## src/rtl/sdram_arb_pkg.sv

```systemverilog
// Shared types for the SDRAM request arbiter: FSM state encoding and the latched command.
package sdram_arb_pkg;

    localparam int ARB_MAX_REQ = 4;
    localparam int ARB_AW      = 23;

    typedef enum logic [1:0] {
        ST_IDLE  = 2'd0,
        ST_ISSUE = 2'd1,
        ST_WAIT  = 2'd2,
        ST_DONE  = 2'd3
    } arb_state_t;

    typedef struct packed {
        logic              we;
        logic [ARB_AW-1:0] addr;
        logic [1:0]        ds;
        logic [15:0]       d;
    } arb_cmd_t;

endpackage

```

## src/rtl/rr_pick.sv

```systemverilog
// Combinational round-robin selector over requesters 1..NREQ-1, searching upward from ptr_i.
// Requester 0 is never picked here; its fixed priority is applied by the parent.
module rr_pick #(
    parameter int NREQ = 4,
    parameter int IW   = 2
) (
    input  logic [NREQ-1:0] req_i,
    input  logic [IW-1:0]   ptr_i,
    output logic [NREQ-1:0] grant_o,
    output logic [IW-1:0]   idx_o
);

    logic          found;
    logic [IW:0]   sum;
    logic [IW-1:0] cand;
    logic          req0_unused;

    assign req0_unused = req_i[0];

    always_comb begin
        grant_o = '0;
        idx_o   = '0;
        found   = 1'b0;
        sum     = '0;
        cand    = '0;
        for (int k = 0; k < NREQ - 1; k++) begin
            // Candidate index wraps from NREQ-1 back to 1, skipping 0.
            sum = {1'b0, ptr_i} + (IW + 1)'(k);
            if (sum >= (IW + 1)'(NREQ)) begin
                sum = sum - (IW + 1)'(NREQ - 1);
            end
            cand = sum[IW-1:0];
            if (!found && req_i[cand]) begin
                found         = 1'b1;
                grant_o[cand] = 1'b1;
                idx_o         = cand;
            end
        end
    end

endmodule

```

## src/rtl/sdram_req_arbiter.sv

```systemverilog
// Shares one toggle-handshake SDRAM controller port among up to four valid/done requesters.
// Requester 0 has fixed priority; the rest are served round-robin.
module sdram_req_arbiter
    import sdram_arb_pkg::*;
#(
    parameter int NREQ    = 4,
    parameter int AW      = 23,
    parameter int TIMEOUT = 1023
) (
    input  logic              clk,
    input  logic              reset,
    input  logic [NREQ-1:0]   c_valid,
    input  logic [NREQ-1:0]   c_we,
    input  logic [NREQ*AW-1:0] c_addr,
    input  logic [NREQ*2-1:0] c_ds,
    input  logic [NREQ*16-1:0] c_d,
    output logic [NREQ-1:0]   c_done,
    output logic [15:0]       c_q,
    output logic              port_req,
    input  logic              port_ack,
    output logic              port_we,
    output logic [AW:1]       port_a,
    output logic [1:0]        port_ds,
    output logic [15:0]       port_d,
    input  logic [15:0]       port_q,
    output logic              busy,
    output logic              stuck,
    output arb_state_t        dbg_state
);

    localparam int IW = (NREQ > 1) ? $clog2(NREQ) : 1;
    localparam int CW = $clog2(TIMEOUT + 1);

    arb_state_t     state_q;
    logic [IW-1:0]  win_q, win_d;
    logic [IW-1:0]  rr_ptr_q;
    arb_cmd_t       cmd_q, cmd_d;
    logic           port_req_q;
    logic [NREQ-1:0] c_done_q;
    logic [15:0]    c_q_q;
    logic [CW-1:0]  cnt_q;
    logic           stuck_q;

    logic [NREQ-1:0] rr_grant;
    logic [IW-1:0]   rr_idx;
    logic            any_req;

    rr_pick #(
        .NREQ (NREQ),
        .IW   (IW)
    ) u_rr_pick (
        .req_i   (c_valid),
        .ptr_i   (rr_ptr_q),
        .grant_o (rr_grant),
        .idx_o   (rr_idx)
    );

    assign any_req = c_valid[0] | (|rr_grant);

    always_comb begin
        win_d       = c_valid[0] ? '0 : rr_idx;
        cmd_d.we    = c_we[win_d];
        cmd_d.addr  = ARB_AW'(c_addr[win_d*AW +: AW]);
        cmd_d.ds    = c_ds[win_d*2 +: 2];
        cmd_d.d     = c_d[win_d*16 +: 16];
    end

    always_ff @(posedge clk) begin
        if (reset) begin
            state_q    <= ST_IDLE;
            win_q      <= '0;
            rr_ptr_q   <= IW'(1);
            cmd_q      <= '0;
            // Resync to the controller so leaving reset never looks like a new request.
            port_req_q <= port_ack;
            c_done_q   <= '0;
            c_q_q      <= '0;
            cnt_q      <= '0;
            stuck_q    <= 1'b0;
        end else begin
            c_done_q <= '0;
            case (state_q)
                ST_IDLE: begin
                    if (any_req) begin
                        win_q   <= win_d;
                        cmd_q   <= cmd_d;
                        state_q <= ST_ISSUE;
                    end
                end
                ST_ISSUE: begin
                    port_req_q <= ~port_req_q;
                    cnt_q      <= '0;
                    state_q    <= ST_WAIT;
                end
                ST_WAIT: begin
                    if (cnt_q != CW'(TIMEOUT)) begin
                        cnt_q <= cnt_q + 1'b1;
                    end
                    // Flag only: the handshake is still owed, so keep waiting for ack.
                    if (cnt_q >= CW'(TIMEOUT - 1)) begin
                        stuck_q <= 1'b1;
                    end
                    if (port_ack == port_req_q) begin
                        if (!cmd_q.we) begin
                            c_q_q <= port_q;
                        end
                        state_q <= ST_DONE;
                    end
                end
                ST_DONE: begin
                    c_done_q[win_q] <= 1'b1;
                    if (win_q != '0) begin
                        rr_ptr_q <= (win_q == IW'(NREQ - 1)) ? IW'(1) : win_q + 1'b1;
                    end
                    state_q <= ST_IDLE;
                end
                default: state_q <= ST_IDLE;
            endcase
        end
    end

    assign c_done    = c_done_q;
    assign c_q       = c_q_q;
    assign port_req  = port_req_q;
    assign port_we   = cmd_q.we;
    assign port_a    = AW'(cmd_q.addr);
    assign port_ds   = cmd_q.ds;
    assign port_d    = cmd_q.d;
    assign busy      = (state_q != ST_IDLE);
    assign stuck     = stuck_q;
    assign dbg_state = state_q;

endmodule
```

## config.mk

```make
export PLATFORM = sky130hd
export DESIGN_NAME = sdram_req_arbiter
export DESIGN_NICKNAME = d
export VERILOG_FILES = /design/src/rtl/sdram_arb_pkg.sv /design/src/rtl/rr_pick.sv /design/src/rtl/sdram_req_arbiter.sv
export SDC_FILE = /design/constraint.sdc
export NUM_CORES = 1
export LEC_CHECK = 0
export CAP_MARGIN = 5
export CORE_ASPECT_RATIO = 2
export CORE_MARGIN = 2
export CORE_UTILIZATION = 39
export DETAILED_ROUTE_END_ITERATION = 10
export GPL_ROUTABILITY_DRIVEN = 0
export PLACE_DENSITY = 0.8
export SLEW_MARGIN = 25
export SYNTH_ARGS = -nofsm -noshare
export SYNTH_HDL_FRONTEND = slang
export SYNTH_SLANG_ARGS = --single-unit
```

## constraint.sdc

```tcl
create_clock -name clk -period 3.9 [get_ports clk]
set_input_delay 0.78 -clock clk [delete_from_list [all_inputs] [get_ports clk]]
set_output_delay 0.78 -clock clk [all_outputs]
set_load 0.1 [all_outputs]
```

==> run_results.csv, run 1 <==
group,metric,value,unit
run_status,status,"finished clean",
synthesis,yosys-top-cells-count,"104 x mux2i_1, 79 x dfxtp_1, 51 x nand2_1, 42 x o221ai_2, 38 x nor2_1",
drt,drt_iter0_drc,122,
drt,dr.pass1.iters,4,
synthesis,yosys_register_bits,80,
synthesis,ys_warn_count,0,
synthesis,yosysMostFrequentCell,"mux2i_1",
synthesis,syn_area,4840,um2
synthesis,synth_cell_type_count,52,
placed_design,io_buffers,257,
timing,fin_skew,0.00902,ns
drt,ant_nets,0,
timing,timing.fmax,0.307,GHz
pwr,clkPwrFrac,0.201,
final_layout,drive_above_1_share,0.126,
timing,timing.hold.ws,0.465,ns
drt,viasPerCell,5.23,
timing,tns,0,ns
pwr,max-vdd-ir-drop,545,uV
setup_path,max_stage_delay,0.57,ns
setup_path,crit_path_top_delay_cell,"mux4_2",
pwr,p_per_area,596,nW/um2
final_layout,fin_nets,904,
clock_tree,htreeDepth,3,
setup_path,critical_path_class,"in2reg",
pwr,intPower,2.39,mW
synthesis,syn_area_per_cell,10.8,um2
clock_tree,worstSkewPairLatency,0.33,ns
drt,avgRoutedWirePerCell,18.4,um
floorplan,row_count,57,
floorplan,start_util,0.399,
synthesis,yosysTopAreaCellShare,0.327,
timing,fin_ws,0.644,ns
global_routing,grt_pass1_wl,23100,um
synthesis,ys.flop_type,"dfxtp_1",
setup_path,crit_path_frequent_cell,"buf_12",
setup_path,cp_cell_sequence,"clkdlybuf4s50_1, mux4_2, or3_4, o21a_2, nor2_4, buf_12, buf_12, mux2i_1, o221ai_2",
pwr,leakagePower,2.80,nW
timing,rsz0062_at_grt,"no",
setup_path,cp-end-kind,"register",
global_routing,antenna_found_initial,0,
timing,slew_headroom,0.280,
drt,dr_total_vias,4429,
setup_path,startpoint_type,"input pin",
synthesis,synth_nets,654,
global_routing,grt_overflow,0,
clock_tree,hold_buffers,0,
pwr,switching_power,2.24,mW
final_layout,diodes,0,
final_layout,areaGrowthSynthToFinish,60.5,%
pwr,pwr-share-comb,0.559,
pwr,seq_power_share,0.240,
placed_design,hpwlAfterDp,12500,um
clock_tree,numClockSinks,80,
timing,setup_viol,0,
clock_tree,cts_setup_buffers,0,
pwr,total_power,4.63,mW
synthesis,synth_edf_count,1,
synthesis,yosysTopAreaCell,"dfxtp_1",
timing,finalHoldViolCount,0,
floorplan,core,12100,um2
timing,max_slew.worst_pin.slew,1.08,ns
synthesis,seq_area_frac_synth,0.333,
clock_tree,tritoncts,"yes",
synthesis,synthTopCellsByArea,"dfxtp_1 33%, mux2i_1 22%, o221ai_2 13%",
global_routing,grt_usage,0.227,
clock_tree,cts_resized,0,
floorplan,io_pins,258,
setup_path,timing.reg2reg.setup_slack,0.72,ns
clock_tree,clk_pin_slew_worst_paths,0.06,ns
synthesis,syn-instance-count,446,
timing,slew_violations,0,
timing,final.period_utilization,0.835,
drt,drcViolationCount,0,
pwr,sw_frac_of_total,0.485,
drt,drt-total-wl,15600,um
setup_path,crit_arrival,3.46,ns
timing,period_needed,3.26,ns
synthesis,async_flop_share,0,
setup_path,worst-path-max-fanout,28,
floorplan,die_x,82.8,um
global_routing,grt_max_degree,43,
clock_tree,max-clock-path-buffers,2,
global_routing,grt_pass1_vias,4697,
floorplan,die-area,13400,um2
clock_tree,root_buffer,"clkbuf_16",
placed_design,pre_cts_ws,0.299,ns
setup_path,cp.required,4.11,ns
flow_run,cap_viol_max_count,0,
floorplan,die_h,162,um
clock_tree,cts_buffers,9,
min_path,min_path_type,"reg2reg",
==> layout by cell type, fill, tap and decap left out, drive strengths merged, types with 3 or more instances in the layout <==
master | synthesis | final
ha | 17 | 17
dfxtp | 79 | 79
clkdlybuf4s50 | 0 | 256
mux2 | 5 | 5
a211oi | 3 | 3
mux2i | 104 | 104
mux4 | 3 | 3
nor3 | 6 | 6
and2 | 4 | 4
o221ai | 42 | 42
nor2 | 40 | 40
clkbuf | 6 | 13
a31oi | 3 | 3
xnor2 | 3 | 3
nand3 | 3 | 3
buf | 23 | 14
a21oi | 6 | 6
o21ai | 3 | 3
nor2b | 4 | 4
nand2 | 52 | 52
inv | 11 | 11
==> metrics by stage <==
step / cell area, um2 / instances / utilization
after global routing: 7760 / 847 / 0.640
after floorplan: 4840 / 446 / -
after CTS: 7760 / 847 / 0.640
final: 7760 / 847 / 0.640
after detailed placement: 7430 / 832 / 0.613
after global placement: 7430 / 832 / 0.613
==> per-layer routing <==
layer  vias to the layer above  GRT usage  part of all wire
met5                         -          0                 0
met3                        52     0.0581             0.083
met2                       203      0.424              0.53
met4                         0      0.121             0.054
li1                       2136          -                 -
met1                      2038      0.214              0.33
==> sequential cells by signal, indices dropped and copies added, names as in the netlist <==
name,flops
c_done,4
win_q,2
c_q,16
port_we,1
stuck,1
rr_ptr_q,2
port_a,23
port_d,16
dbg_state,2
port_ds,2
cnt_q,10
port_req,1
==> worst paths after layout <==
path	from	endpoint	cells past startpoint
max	c_valid[1]	port_a[17]$_SDFFE_PP0P_	9
min	port_d[6]$_SDFFE_PP0P_	port_d[6]$_SDFFE_PP0P_	2
max reg2reg	rr_ptr_q[0]$_SDFFE_PP1P_	port_d[1]$_SDFFE_PP0P_	9
min reg2reg	port_d[6]$_SDFFE_PP0P_	port_d[6]$_SDFFE_PP0P_	2
==> power by group through the flow <==
stage	Combinational [mW]	Sequential, mW	Clock [mW]
2_1_floorplan	0.711	2.34	0
3_3_place_gp	2.57	1.12	0
3_5_place_dp	2.60	1.13	0
4_1_cts	2.61	1.11	0.954
5_1_grt	2.69	1.13	0.982
6_report	2.59	1.11	0.932
==> critical path, delay by kind of cell <==
family | cells | cell delay [ns]
compound gates | 2 | 0.28
buf+inv | 3 | 0.97
mux | 2 | 0.84
simple gates | 2 | 0.56
==> kinds of logic after synthesis <==
| kind of cell | count (synthesis) | synth area share |
|---|---|---|
| AND/OR/NAND/NOR | 121 | 0.114 |
| multiplexers | 112 | 0.242 |
| flip-flops | 80 | 0.333 |
| AO/OA/AOI/OAI | 69 | 0.174 |
| buffers and inverters | 42 | 0.0843 |
| adder cells (fa/ha/maj) | 17 | 0.0440 |
| XOR/XNOR | 5 | 0.00905 |
==> layout make-up <==
type                       count  area, um2
multi-input combinational    324       2830
clock inverter                 2       60.1
sequential                    80       1610
tap                          147        184
timing repair buffer         270       2770
inverter                      11       41.3
fill                         990       4360
clock buffer                  13        272
No activity file was read; power rests on OpenSTA's default activity.
==> inputs of run 2 (changes only) <==
--- a/config.mk
+++ b/config.mk
@@ -8,10 +8,10 @@
 export CAP_MARGIN = 5
 export CORE_ASPECT_RATIO = 2
 export CORE_MARGIN = 2
-export CORE_UTILIZATION = 39
+export CORE_UTILIZATION = 36
 export DETAILED_ROUTE_END_ITERATION = 10
 export GPL_ROUTABILITY_DRIVEN = 0
-export PLACE_DENSITY = 0.8
+export PLACE_DENSITY = 0.78
 export SLEW_MARGIN = 25
 export SYNTH_ARGS = -nofsm -noshare
 export SYNTH_HDL_FRONTEND = slang
==> constraint.sdc (replaced) <==
create_clock -name clk -period 2.9 [get_ports clk]
set_input_delay 0.58 -clock clk [delete_from_list [all_inputs] [get_ports clk]]
set_output_delay 0.58 -clock clk [all_outputs]
set_load 0.1 [all_outputs]
==> run 2 against run 1 <==
Against the previous run:
- non-clock buffer count grew 24
- highest routed layer unchanged
- total power grew 31%
- first-iteration DRC count shrank 30%
- sequential share of layout area is essentially flat
- clock-buffer cell count shrank 4
- combinational power grew 34%
- die area grew 8.0%
- final cell count grew 4.0%
- core utilization shrank 5.4 points
- critical path depth is the same
- routed wire length shrank 7.1%
- clock power grew 18%
- critical path type unchanged
==> run_results.csv, run 2 (synthesis gave the netlist of run 1 again) <==
group,metric,value,unit
final_layout,register_area,1610,um2
setup_path,cp.required,3.12,ns
drt,viasPerCell,5.13,
timing,period_needed,2.75,ns
min_path,min_path_type,"reg2reg",
pwr,max-vdd-ir-drop,497,uV
timing,timing.fmax,0.364,GHz
placed_design,place_area,7500,um2
clock_tree,max-clock-path-buffers,2,
final_layout,fin_nets,928,
floorplan,io_pins,258,
clock_tree,htreeDepth,3,
drt,drt_iter0_drc,86,
global_routing,grt_max_degree,35,
final_layout,drive_above_1_share,0.252,
floorplan,die_h,168,um
timing,slew_headroom,0.754,
timing,max_slew.worst_pin.slew,0.368,ns
final_layout,areaGrowthSynthToFinish,61.0,%
timing,finalHoldViolCount,0,
setup_path,critical_path_class,"in2reg",
clock_tree,tritoncts,"yes",
timing,timing.hold.ws,0.465,ns
setup_path,startpoint_type,"input pin",
final_layout,final_common_cell,"clkdlybuf4s50_1",
floorplan,die_x,86.0,um
final_layout,fill_cells,1129,
clock_tree,hold_buffers,0,
floorplan,start_util,0.364,
global_routing,grt_pass1_wl,22300,um
clock_tree,worstSkewPairLatency,0.34,ns
pwr,switching_power,3.09,mW
floorplan,die-area,14400,um2
timing,fin_skew,0.00867,ns
global_routing,grt_overflow,0,
clock_tree,numClockSinks,80,
floorplan,core,13300,um2
timing,rsz0062_at_grt,"no",
flow_run,cap_viol_max_count,0,
clock_tree,root_buffer,"clkbuf_16",
placed_design,hpwlAfterDp,11600,um
setup_path,cp-end-kind,"register",
global_routing,grt_usage,0.192,
pwr,intPower,2.97,mW
pwr,clkPwrFrac,0.181,
placed_design,pre_cts_ws,-0.200,ns
clock_tree,clk_pin_slew_worst_paths,0.06,ns
pwr,sw_frac_of_total,0.511,
drt,ant_nets,0,
pwr,leakagePower,3.02,nW
run_status,status,"finished clean",
final_layout,final_cell_count_no_fill,881,
final_layout,fin_area,7790,um2
final_layout,largest_reg_flops,23,
placed_design,dp.cells,864,
timing,final.period_utilization,0.948,
drt,dr_total_vias,4517,
drt,drt-total-wl,14500,um
placed_design,io_buffers,257,
floorplan,row_count,60,
timing,setup_viol,0,
clock_tree,cts_setup_buffers,0,
drt,avgRoutedWirePerCell,16.4,um
global_routing,antenna_found_initial,1,
pwr,pwr-share-comb,0.571,
pwr,seq_power_share,0.248,
drt,dr.pass1.iters,4,
clock_tree,cts_resized,0,
drt,drcViolationCount,0,
clock_tree,cts_buffers,9,
timing,fin_ws,0.149,ns
pwr,total_power,6.06,mW
pwr,p_per_area,778,nW/um2
setup_path,crit_arrival,2.97,ns
final_layout,layout_common_cells,"190 x clkdlybuf4s50_1, 104 x mux2i_1, 93 x buf_4, 77 x dfxtp_1, 51 x nand2_1",
final_layout,multi_input_area,2830,um2
global_routing,grt_pass1_vias,4643,
timing,slew_violations,0,
setup_path,worst-path-max-fanout,10,
run 2: changes by cell type in the layout (fill, tap and decap cells not counted), sizes merged:
cell,delta
buf,+90
bufinv,-2
clkbuf,-4
clkdlybuf4s50,-66
clkinv,+1
clkinvlp,+2
diode,+1
inv,+4
run 2: worst max-delay path: stages:
cell and delay [ns]:
clkdlybuf4s50_1 0.44, mux4_2 0.48, or3_4 0.41, o21a_2 0.15, nor2_4 0.13, buf_4 0.23
buf_12 0.16, mux2i_1 0.24, o221ai_2 0.12
run 2: final timing paths:
check / to / from / slack [ns] / depth (start not counted)
worst max-delay path: port_a[11]$_SDFFE_PP0P_ / c_valid[0] / 0.15 / 9
worst min register to register: port_d[5]$_SDFFE_PP0P_ / port_d[5]$_SDFFE_PP0P_ / 0.46 / 2
worst max register to register: port_a[11]$_SDFFE_PP0P_ / rr_ptr_q[0]$_SDFFE_PP1P_ / 0.24 / 11
worst min-delay path: port_d[5]$_SDFFE_PP0P_ / port_d[5]$_SDFFE_PP0P_ / 0.46 / 2
run 2: cell type report:
cell class	count	area share
Antenna cell	1	0.000321
Multi-Input combinational cell	324	0.363
Tap cell	155	0.0249
Clock buffer	9	0.0289
Inverter	11	0.00530
Timing Repair Buffer	294	0.362
Clock inverter	7	0.00819
Sequential cell	80	0.207
run 2: layer usage:
layer,up-vias,part of all wire,GRT usage
met5,-,0,0
met4,0,0.023,0.0732
met3,18,0.11,0.0686
met2,237,0.50,0.345
met1,2077,0.36,0.199
li1,2185,-,-
run 2: stage by stage:
step,TNS (ns),utilization
after floorplan,0,-
after global placement,-4.93,0.564
after detailed placement,-6.00,0.564
after CTS,0,0.586
after global routing,0,0.586
final,0,0.586
run 2: power by group through the flow:
stage / clock, mW / combinational (mW) / sequential [mW]
4_1_cts: 1.14 / 3.48 / 1.51
6_report: 1.10 / 3.46 / 1.51
5_1_grt: 1.18 / 3.59 / 1.54
3_5_place_dp: 0 / 3.48 / 1.53
3_3_place_gp: 0 / 3.45 / 1.52
2_1_floorplan: 0 / 0.956 / 3.15
==> inputs of run 3 (changes only) <==
--- a/config.mk
+++ b/config.mk
@@ -12,7 +12,6 @@
 export DETAILED_ROUTE_END_ITERATION = 10
 export GPL_ROUTABILITY_DRIVEN = 0
 export PLACE_DENSITY = 0.78
-export SLEW_MARGIN = 25
 export SYNTH_ARGS = -nofsm -noshare
 export SYNTH_HDL_FRONTEND = slang
 export SYNTH_SLANG_ARGS = --single-unit
==> results of run 3 <==
The final DEF is identical to that of run 2; final timing and power are the same.
